==> src/rtl/vote_collector.sv <==
// vote_collector: gathers one vote from each of four members into a ballot
// and holds it for a downstream tally stage until that stage acknowledges it.
// A round closes when all four members have voted or when the timeout expires.
//
// Ports:
//   clk, rst        rising-edge clock, synchronous active-high reset
//   start           opens a round (honoured only in IDLE)
//   vote_valid      a vote is offered this cycle
//   voter_id        member index 0..3 of the offered vote
//   vote_val        1 = yes, 0 = no
//   ack             downstream has consumed the held ballot
//   ballot          bit i = vote of member i (absent member reads as no)
//   ballot_valid    ballot is complete and stable (HOLD)
//   voted_mask      bit i = member i has voted this round
//   busy            high in COLLECT and HOLD
//   dup_err         one-cycle pulse after a rejected repeat vote
//   timed_out       the current ballot was closed by the timeout
module vote_collector #(
  parameter int unsigned TIMEOUT_CYCLES = 16
) (
  input  logic       clk,
  input  logic       rst,
  input  logic       start,
  input  logic       vote_valid,
  input  logic [1:0] voter_id,
  input  logic       vote_val,
  input  logic       ack,
  output logic [3:0] ballot,
  output logic       ballot_valid,
  output logic [3:0] voted_mask,
  output logic       busy,
  output logic       dup_err,
  output logic       timed_out
);

  typedef enum logic [1:0] {
    IDLE    = 2'd0,
    COLLECT = 2'd1,
    HOLD    = 2'd2
  } state_e;

  // Timer value seen on the last COLLECT cycle before a forced close.
  localparam logic [7:0] TIMER_LAST = 8'(TIMEOUT_CYCLES - 1);

  state_e     state_q, state_d;
  logic [7:0] timer_q, timer_d;
  logic [3:0] ballot_q, ballot_d;
  logic [3:0] mask_q, mask_d;
  logic       valid_q, valid_d;
  logic       busy_q, busy_d;
  logic       dup_q, dup_d;
  logic       to_q, to_d;
  logic [3:0] vote_sel;

  assign vote_sel = 4'b0001 << voter_id;

  always_comb begin
    state_d  = state_q;
    timer_d  = timer_q;
    ballot_d = ballot_q;
    mask_d   = mask_q;
    to_d     = to_q;
    dup_d    = 1'b0;

    case (state_q)
      IDLE: begin
        if (start) begin
          state_d  = COLLECT;
          timer_d  = 8'd0;
          ballot_d = 4'b0000;
          mask_d   = 4'b0000;
          to_d     = 1'b0;
        end
      end

      COLLECT: begin
        if (vote_valid) begin
          if ((mask_q & vote_sel) != 4'b0000) begin
            dup_d = 1'b1;
          end else begin
            mask_d   = mask_q | vote_sel;
            ballot_d = vote_val ? (ballot_q | vote_sel) : (ballot_q & ~vote_sel);
          end
        end
        // A full mask wins over the timeout so a last-cycle final vote
        // still produces a complete, non-timed-out ballot.
        if (mask_d == 4'b1111) begin
          state_d = HOLD;
          to_d    = 1'b0;
        end else if (timer_q == TIMER_LAST) begin
          state_d = HOLD;
          to_d    = 1'b1;
        end else begin
          timer_d = timer_q + 8'd1;
        end
      end

      HOLD: begin
        if (ack) begin
          state_d = IDLE;
        end
      end

      default: state_d = IDLE;
    endcase

    // Status outputs are registered copies of the next state.
    valid_d = (state_d == HOLD);
    busy_d  = (state_d != IDLE);
  end

  always_ff @(posedge clk) begin
    if (rst) begin
      state_q  <= IDLE;
      timer_q  <= 8'd0;
      ballot_q <= 4'b0000;
      mask_q   <= 4'b0000;
      valid_q  <= 1'b0;
      busy_q   <= 1'b0;
      dup_q    <= 1'b0;
      to_q     <= 1'b0;
    end else begin
      state_q  <= state_d;
      timer_q  <= timer_d;
      ballot_q <= ballot_d;
      mask_q   <= mask_d;
      valid_q  <= valid_d;
      busy_q   <= busy_d;
      dup_q    <= dup_d;
      to_q     <= to_d;
    end
  end

  assign ballot       = ballot_q;
  assign ballot_valid = valid_q;
  assign voted_mask   = mask_q;
  assign busy         = busy_q;
  assign dup_err      = dup_q;
  assign timed_out    = to_q;

endmodule

==> config.mk <==
export PLATFORM = sky130hd
export DESIGN_NAME = vote_collector
export DESIGN_NICKNAME = d
export VERILOG_FILES = /design/src/rtl/vote_collector.sv
export SDC_FILE = /design/constraint.sdc
export NUM_CORES = 1
export LEC_CHECK = 0
export CORE_ASPECT_RATIO = 1.75
export CORE_UTILIZATION = 45
export CTS_BUF_LIST = sky130_fd_sc_hd__clkbuf_8 sky130_fd_sc_hd__clkbuf_16
export CTS_CLUSTER_DIAMETER = 80
export DETAILED_ROUTE_END_ITERATION = 10
export PLACE_DENSITY = 0.79
export RECOVER_POWER = 50
export SYNTH_ARGS = -nofsm -noshare
export SYNTH_HDL_FRONTEND = slang
export SYNTH_SLANG_ARGS = --single-unit
==> constraint.sdc <==
create_clock -name clk -period 1.6 [get_ports clk]
set_input_delay 0.24 -clock clk [delete_from_list [all_inputs] [get_ports clk]]
set_output_delay 0.24 -clock clk [all_outputs]
set_load 0.005 [all_outputs]
# Word-level counts from Yosys, hierarchy flattened
# Cells that the tools add are included.
[word_totals]
ram_bits = 0
mem_count = 0
romBits = 0
reg_bits = 22
latchBits = 0
output_inout_bits = 12
[classes]
reduce_logical = 9
n_addsub = 1
mul = 0
mux = 23
shifts = 1
magnitude_cmp = 0
n_eq_ne = 11
n_bitwise = 7
div = 0
[ops]
columns = ["operator", "count"]
rows = [
  ["2-to-1 mux 4 bit", 7],
  ["2-to-1 mux 8 bit", 3],
  ["one-hot mux 4 bit (2 select lines)", 2],
  ["one-hot mux 8 bit (2 select lines)", 1],
  ["!= test 2 bit, second input constant", 5],
  ["adder 8 x 1 -> 8 bit, second input constant", 1],
  ["AND 4 bit", 2],
  ["equality test 8 x 4 -> 1 bit, second input constant", 1],
  ["2-to-1 mux 2 bit", 4],
  ["OR 4 bit", 2],
  ["AND reduction 4 bit", 2],
  ["one-hot mux 2 bit (3 select lines)", 1],
  ["equality test 2 bit, second input constant", 2],
  ["equality test 4 bit, second input constant", 1],
  ["2-to-1 mux 1 bit", 4],
  ["NOT 4 bit", 1],
  ["nonzero test 2 bit", 2],
  ["nonzero test 4 bit", 1],
  ["<< shifter 1 x 2 -> 4 bit, first input constant", 1],
  ["!= test 3 bit, second input constant", 1],
  ["AND reduction 3 bit", 1],
  ["OR reduction 3 bit", 1],
  ["equality test 2 x 1 -> 1 bit, second input constant", 1],
  ["zero test 2 bit", 1],
  ["other kinds (3)", 4],
]

# Depth between registers and ports, before layout
# Gate-level depths: netlist (run 1).
[depth]
ltp_word = 10
mapped_depth = 6
ltp_nobuf = 6

# Least setup slack after synthesis (run 1)
# No wires, ideal clock.
[synth_path]
kind = "register to register"
from = "register timer_q[0]"
to = "register timer_q[4]"
setup_slack_ns = -0.093
synth_period_minus_slack_ns = 1.693
path_stages_with_launch = 7
setup_time_ns = 0.074
path_buffers = 0
arrival_ns = 1.619
cell_sequence = "dfxtp_1 ha_1 nand3_1 nor2_1 a211oi_4 or4b_1 o21ai_0"
[synth_between]
elab_chain_cells = 4
elab_cells_between_ends = 7
classes_between = "add/sub (1); eq/ne (2); mux (3); reduce/logical (1)"
[synth_lines]
columns = ["item", "line", "source"]
rows = [
  ["from (decl)", "46", "logic [7:0] timer_q, timer_d;"],
  ["from (signal assigned)", "124", "timer_q <= timer_d;"],
  ["adder 8 x 1 -> 8 bit", "94", "timer_d = timer_q + 8'd1;"],
  ["2-to-1 mux 8 bit", "90", "end else if (timer_q == TIMER_LAST) begin"],
  ["2-to-1 mux 8 bit", "87", "if (mask_d == 4'b1111) begin"],
  ["one-hot mux 8 bit (2 select lines)", "65", "case (state_q)"],
]
# Several ways; a longest one is shown, not always the timed one. The select of a mux whose other input is x is not followed.
# A chain may end at the register's enable or synchronous reset.

# Final worst setup path (run 1)
[layout_path]
from = "register timer_q[7]"
to = "register timer_q[1]"
[layout_between]
elab_chain_cells = 3
[layout_lines]
columns = ["item", "line"]
rows = [
  ["equality test 8 x 4 -> 1 bit", "90"],
  ["!= test 2 bit (no source line)", "n/a"],
  ["AND reduction 4 bit (no source line)", "n/a"],
]
# Every way passes these cells.

==> flow_summary.toml, run 1 <==
[outcome]
status = "completed"

[timing]
slew_viol_final = 0
tightest_slew_ns = 0.3733
fin_skew_ns = 0.004432
fin_crit_ns = 1.571
period_share = 0.9819
final-hold-violation-count = 0
relSlewSlack = 0.7506
rsz0062_at_grt = "yes"
setup-violations-final = 0
max_freq_mhz = 636.5

[place]
place_area_sq_um = 1439
numPortBuffers = 19
dpl.hpwl_microns = 1880
place_congestion = 0.7089

[global_route]
grt_start_max_net_pins = 14
grt_pass1_wl_microns = 4119
grt_usage = 0.2227
antenna_found_initial = 0
overflow = 0
grt_pass1_vias = 988

[yosys]
synth_cell_types = 39
postSynthRegisterBits = 22
ys_warn_count = 0
synth_top_area_frac = 0.4079
syn_inst = 121
yosys-top-cells-area = "dfxtp_1 (41%), a21oi_1 (5.6%), nor2_1 (4.5%)"
avgSynthCellArea_sq_um = 8.924
synth_flop_cell = "dfxtp_1"
async_flop_share = 0
yosysSeqAreaShare = 0.4079
synthesis.area_sq_um = 1080
synth_edf_count = 0
yosys.area.top_type = "dfxtp_1"
syn_nets = 130

[finish]
fin_nets = 171
antenna_cells = 0
layout_common_cells = "dfxtp_1 (22), buf_4 (20), a21oi_1 (12), nor2_1 (12), nand2_1 (11)"
final_common_cell = "dfxtp_1"
fin_area_sq_um = 1543
drive_gt1_frac = 0.2422
area_growth_pct = 42.87
fillers = 165

[routing]
dr.pass1.iters = 4
routedWlPerCell_microns = 13.36
route.detailed.drc = 0
drt_wl_total_microns = 2485
first_iter_violations = 12
num_vias = 1008
ant_nets = 0
viasPerCell = 5.419

[floorplan]
io_pins = 20
die_y_microns = 66.80
core_sq_um = 2273
die_x_microns = 39.03
start_util = 0.4750
die_area_sq_um = 2607
rows = 23

[pwr]
powerDensity_nw_per_um2 = 808.9
total_leakage_power_uw = 0.0005995
p_total_uw = 1248
peakVddDrop_mv = 0.5151

[worst_setup_path]
timing.rr.start = "timer_q[7]"
startpoint_type = "register"
critPathLaunch = "timer_q[7]"
cp.arrival_ns = 1.78
cp-end-kind = "register"
cp.required_ns = 1.81
cp_max_fo = 9
ff2ff_setup_slack_ns = 0.03
critPathKind = "reg -> reg"

[clocking]
tritoncts = "done"
postCtsHoldBufs = 0
cts_setup_buffers = 0
cts_inserted_buffers = 3
clk_pin_slew_worst_paths_ns = 0.08
htree_levels = 1
root_buffer = "clkbuf_8"
clk_latency_ns = 0.27
clockBufferDepth = 2
clock-sinks = 22

[job]
maxCapViolations = 0

[min_path]
hp-start = "voter_id[0]"
hold_path_class = "in -> reg"
-- final timing paths --
| path | to | cells past startpoint |
|---|---|---|
| worst max-delay path | timer_q[1] | 6 |
| worst min-delay path | voted_mask[0] | 4 |
| worst max register to register | timer_q[1] | 6 |
| worst min register to register | ballot[0] | 2 |
-- report_power, final --
| group | switching (uW) | internal, uW | total, uW |
|---|---|---|---|
| Clock | 188 | 334 | 522 |
| Combinational | 74.5 | 83.0 | 157 |
| Sequential | 10.4 | 558 | 568 |
| Total | 273 | 975 | 1250 |
-- state kept, by name (all words and copies together), names as in the netlist --
register,cells
timer_q,8
ballot,4
dup_err,1
busy,1
voted_mask,4
ballot_valid,1
state_q,2
timed_out,1
-- metrics by stage --
step	TNS (ns)	utilization	setup slack, ns	hold slack [ns]	instances
2_1_floorplan	0	-	0.03500	0.3875	121
3_3_place_gp	-4.787	0.6329	-0.3883	0.4419	182
3_5_place_dp	-6.295	0.6329	-0.4877	0.4540	182
4_1_cts	0	0.6780	0.003496	0.4638	186
5_1_grt	-0.03567	0.6786	-0.02455	0.4858	186
6_report	0	0.6786	0.02902	0.4489	186
-- cell families (layout without fill, tap and decap cells) --
group	count (synthesis)	in the layout	share of synthesized area
AOI/OAI and AO/OA	26	26	0.1622
xor gates and xnor gates	4	4	0.03244
adders and majority gates	1	1	0.01159
buffers and inverters	9	49	0.04634
DFF	22	22	0.4079
muxes	2	2	0.03013
and+or+nand+nor	57	57	0.3094
-- cell usage after synthesis, drive strengths merged (2+ instances only) --
| library cell | number |
|---|---|
| nand3b | 4 |
| nor4b | 2 |
| dfxtp | 22 |
| a211oi | 3 |
| nor3 | 2 |
| nor2 | 13 |
| nand3 | 9 |
| a21oi | 12 |
| nor2b | 3 |
| a221oi | 2 |
| clkbuf | 2 |
| buf | 3 |
| o21ai | 5 |
| inv | 4 |
| nand2b | 2 |
| nor3b | 2 |
| nand2 | 11 |
| xnor2 | 4 |
| nand4b | 2 |
-- worst max-delay path, cell delays in order, from the launching register on --
cell      delay (ns)
dfxtp_1         0.32
or4_4           0.54
nor2_4          0.13
a211oi_4        0.04
buf_4           0.18
nand3b_1        0.16
a21oi_1         0.13
-- what timing repair did --
item | CTS | global route
endpoints found under the hold margin | 0 | 0
gates cloned | 0 | 0
endpoints found under the setup margin | 15 | 8
resized for setup | 8 | 5
-- layer usage --
layer / wire length, microns / global-route usage
met5: 0 / 0
met4: 67 / 0.1336
met3: 58 / 0.02667
met2: 1435 / 0.3854
met1: 924 / 0.2426
-- final cells by class --
type / instances / area (sq um) / area share
Sequential cell: 22 / 440.4 / 0.2855
Inverter: 4 / 15.01 / 0.009732
Clock buffer: 3 / 41.29 / 0.02676
Multi-Input combinational cell: 90 / 640.6 / 0.4152
Tap cell: 25 / 31.28 / 0.02028
Clock inverter: 1 / 30.03 / 0.01946
Timing Repair Buffer: 41 / 344.1 / 0.2230
Power figures use the tool's default switching activity.
==> run 2: changes to the inputs <==
==> config.mk (replaced) <==
export PLATFORM = sky130hd
export DESIGN_NAME = vote_collector
export DESIGN_NICKNAME = d
export VERILOG_FILES = /design/src/rtl/vote_collector.sv
export SDC_FILE = /design/constraint.sdc
export NUM_CORES = 1
export LEC_CHECK = 0
export CORE_UTILIZATION = 48
export CTS_BUF_LIST = sky130_fd_sc_hd__clkbuf_8
export CTS_CLUSTER_DIAMETER = 80
export DETAILED_ROUTE_END_ITERATION = 10
export PLACE_DENSITY = 0.83
export RECOVER_POWER = 50
export REMOVE_ABC_BUFFERS = 1
export SYNTH_ARGS = -nofsm -noshare
export SYNTH_HDL_FRONTEND = slang
export SYNTH_SLANG_ARGS = --single-unit
==> run 2 against run 1 <==
- the flow now finishes with violations (setup timing)
- clock skew fell by 0.0023 ns
- sequential power barely moved
- sequential share of layout area fell by 0.75 points
- flip-flop and latch count did not move
- largest power group unchanged
- highest routed layer unchanged
==> flow_summary.toml, run 2 (synthesis gave the netlist of run 1 again) <==
[outcome]
status = "finished, violations left"
violations = "setup timing"

[pwr]
total_leakage_power_uw = 0.0006262
powerDensity_nw_per_um2 = 793.2
peakVddDrop_mv = 0.5282

[worst_setup_path]
critPathKind = "reg -> reg"
r2r_cells = 5
rr_endpoint = "timer_q[4]"
cp_max_fo = 6
startpoint_type = "register"
ff2ff_setup_slack_ns = -0.02
cp.required_ns = 1.79
cp.arrival_ns = 1.81
timing.rr.start = "voted_mask[3]"
cp-end-kind = "register"

[timing]
worst_hold_slack_ns = 0.4691
fin_crit_ns = 1.625
period_share = 1.015
slew_viol_final = 0
final-hold-violation-count = 0
fin_ws_ns = -0.02450
fin_skew_ns = 0.002128
max_freq_mhz = 615.6
relSlewSlack = 0.7869
setup-violations-final = 1
tightest_slew_ns = 0.3152

[routing]
num_vias = 1068
ant_nets = 0
dr.pass1.iters = 4
viasPerCell = 5.534
routedWlPerCell_microns = 14.66
first_iter_violations = 24
drt_wl_total_microns = 2830
route.detailed.drc = 0

[clocking]
clk_latency_ns = 0.26
root_buffer = "clkbuf_8"
cts_inserted_buffers = 3
htree_levels = 1
clock-sinks = 22
clk_pin_slew_worst_paths_ns = 0.08
postCtsHoldBufs = 0
clockBufferDepth = 2
tritoncts = "done"

[floorplan]
die_area_sq_um = 2443
rows = 16
core_sq_um = 2042
io_pins = 20
start_util = 0.5288
die_x_microns = 49.43
die_y_microns = 49.43

[global_route]
grt_pass1_wl_microns = 4629
antenna_found_initial = 0
grt_pass1_vias = 1073
grt_usage = 0.2415
overflow = 0
grt_start_max_net_pins = 14

[finish]
area_growth_pct = 47.16
final_common_cell = "buf_4"
top_register = "timer_q"
fin_nets = 176
largest_reg_flops = 8
antenna_cells = 0
fillers = 141
drive_gt1_frac = 0.2831
fin_cells = 193
layout_common_cells = "buf_4 (24), dfxtp_1 (21), a21oi_1 (12), nor2_1 (12), nand2_1 (11)"
fin_util = 0.7782

[place]
numPortBuffers = 19
place_inst = 189
place_congestion = 0.8357
dpl.hpwl_microns = 1881

[min_path]
hp-start = "ballot[3]"
min_to = "ballot[3]"
min_path_cells = 2
hold_path_class = "reg -> reg"

[job]
maxCapViolations = 0
-- run 2: cell type report --
cell class                 count  area (sq um)  area share
clock inverter                 1         30.03     0.01890
tap                           27         33.78     0.02126
multi-input combinational     90         645.6      0.4063
clock buffer                   3         41.29     0.02598
inverter                       4         15.01    0.009449
timing repair buffer          46         381.6      0.2402
sequential                    22         441.7      0.2780
-- run 2: worst max-delay path, stage by stage, from the launching register on --
cell      delay [ns]
dfxtp_1         0.36
a31oi_1         0.23
o21ai_2         0.13
a211oi_4        0.25
or4b_4          0.48
o21ai_1         0.10
-- run 2: per-layer routing --
| layer | vias up | share of wire | global-route usage |
|---|---|---|---|
| li1 | 523 | - | - |
| met5 | - | 0 | 0 |
| met3 | 4 | 0.026 | 0.01869 |
| met1 | 517 | 0.44 | 0.2994 |
| met2 | 24 | 0.52 | 0.4406 |
| met4 | 0 | 0.012 | 0.07143 |
-- run 2: how the worst max path moves through the flow --
stage | startpoint | to | slack (ns) | cells after the start
3_5_place_dp | voter_id[0] | ballot[2] | -0.46 | 6
6_report | voted_mask[3] | timer_q[4] | -0.02 | 5
4_1_cts | timer_q[0] | timer_q[4] | 0.009 | 6
2_1_floorplan | timer_q[0] | timer_q[4] | -0.09 | 6
5_1_grt | voted_mask[3] | timer_q[4] | -0.09 | 5
3_3_place_gp | voter_id[0] | ballot[3] | -0.36 | 6
-- run 2: per-stage QoR --
stage / setup TNS, ns / instance area (sq um) / power (uW) / setup slack (ns)
after floorplan: -0.09296 / 1045 / 639.3 / -0.09296
final: -0.02450 / 1589 / 1260 / -0.02450
after CTS: 0 / 1562 / 1258 / 0.009270
after detailed placement: -5.440 / 1471 / 744.0 / -0.4643
after global routing: -0.09352 / 1589 / 1296 / -0.08716
after global placement: -4.137 / 1471 / 739.0 / -0.3629
-- run 2: what timing repair did --
item,in CTS,in global routing
resized for setup,10,11
pin swaps,4,5
setup buffers,0,0
cloned,0,0
endpoints found under the setup margin,13,10
-- run 2: report_power, final --
group	internal (uW)	total (uW)	switching (uW)
registers	558	566	7.86
clock network	334	520	186
logic	91.1	174	83.2
total	983	1260	277
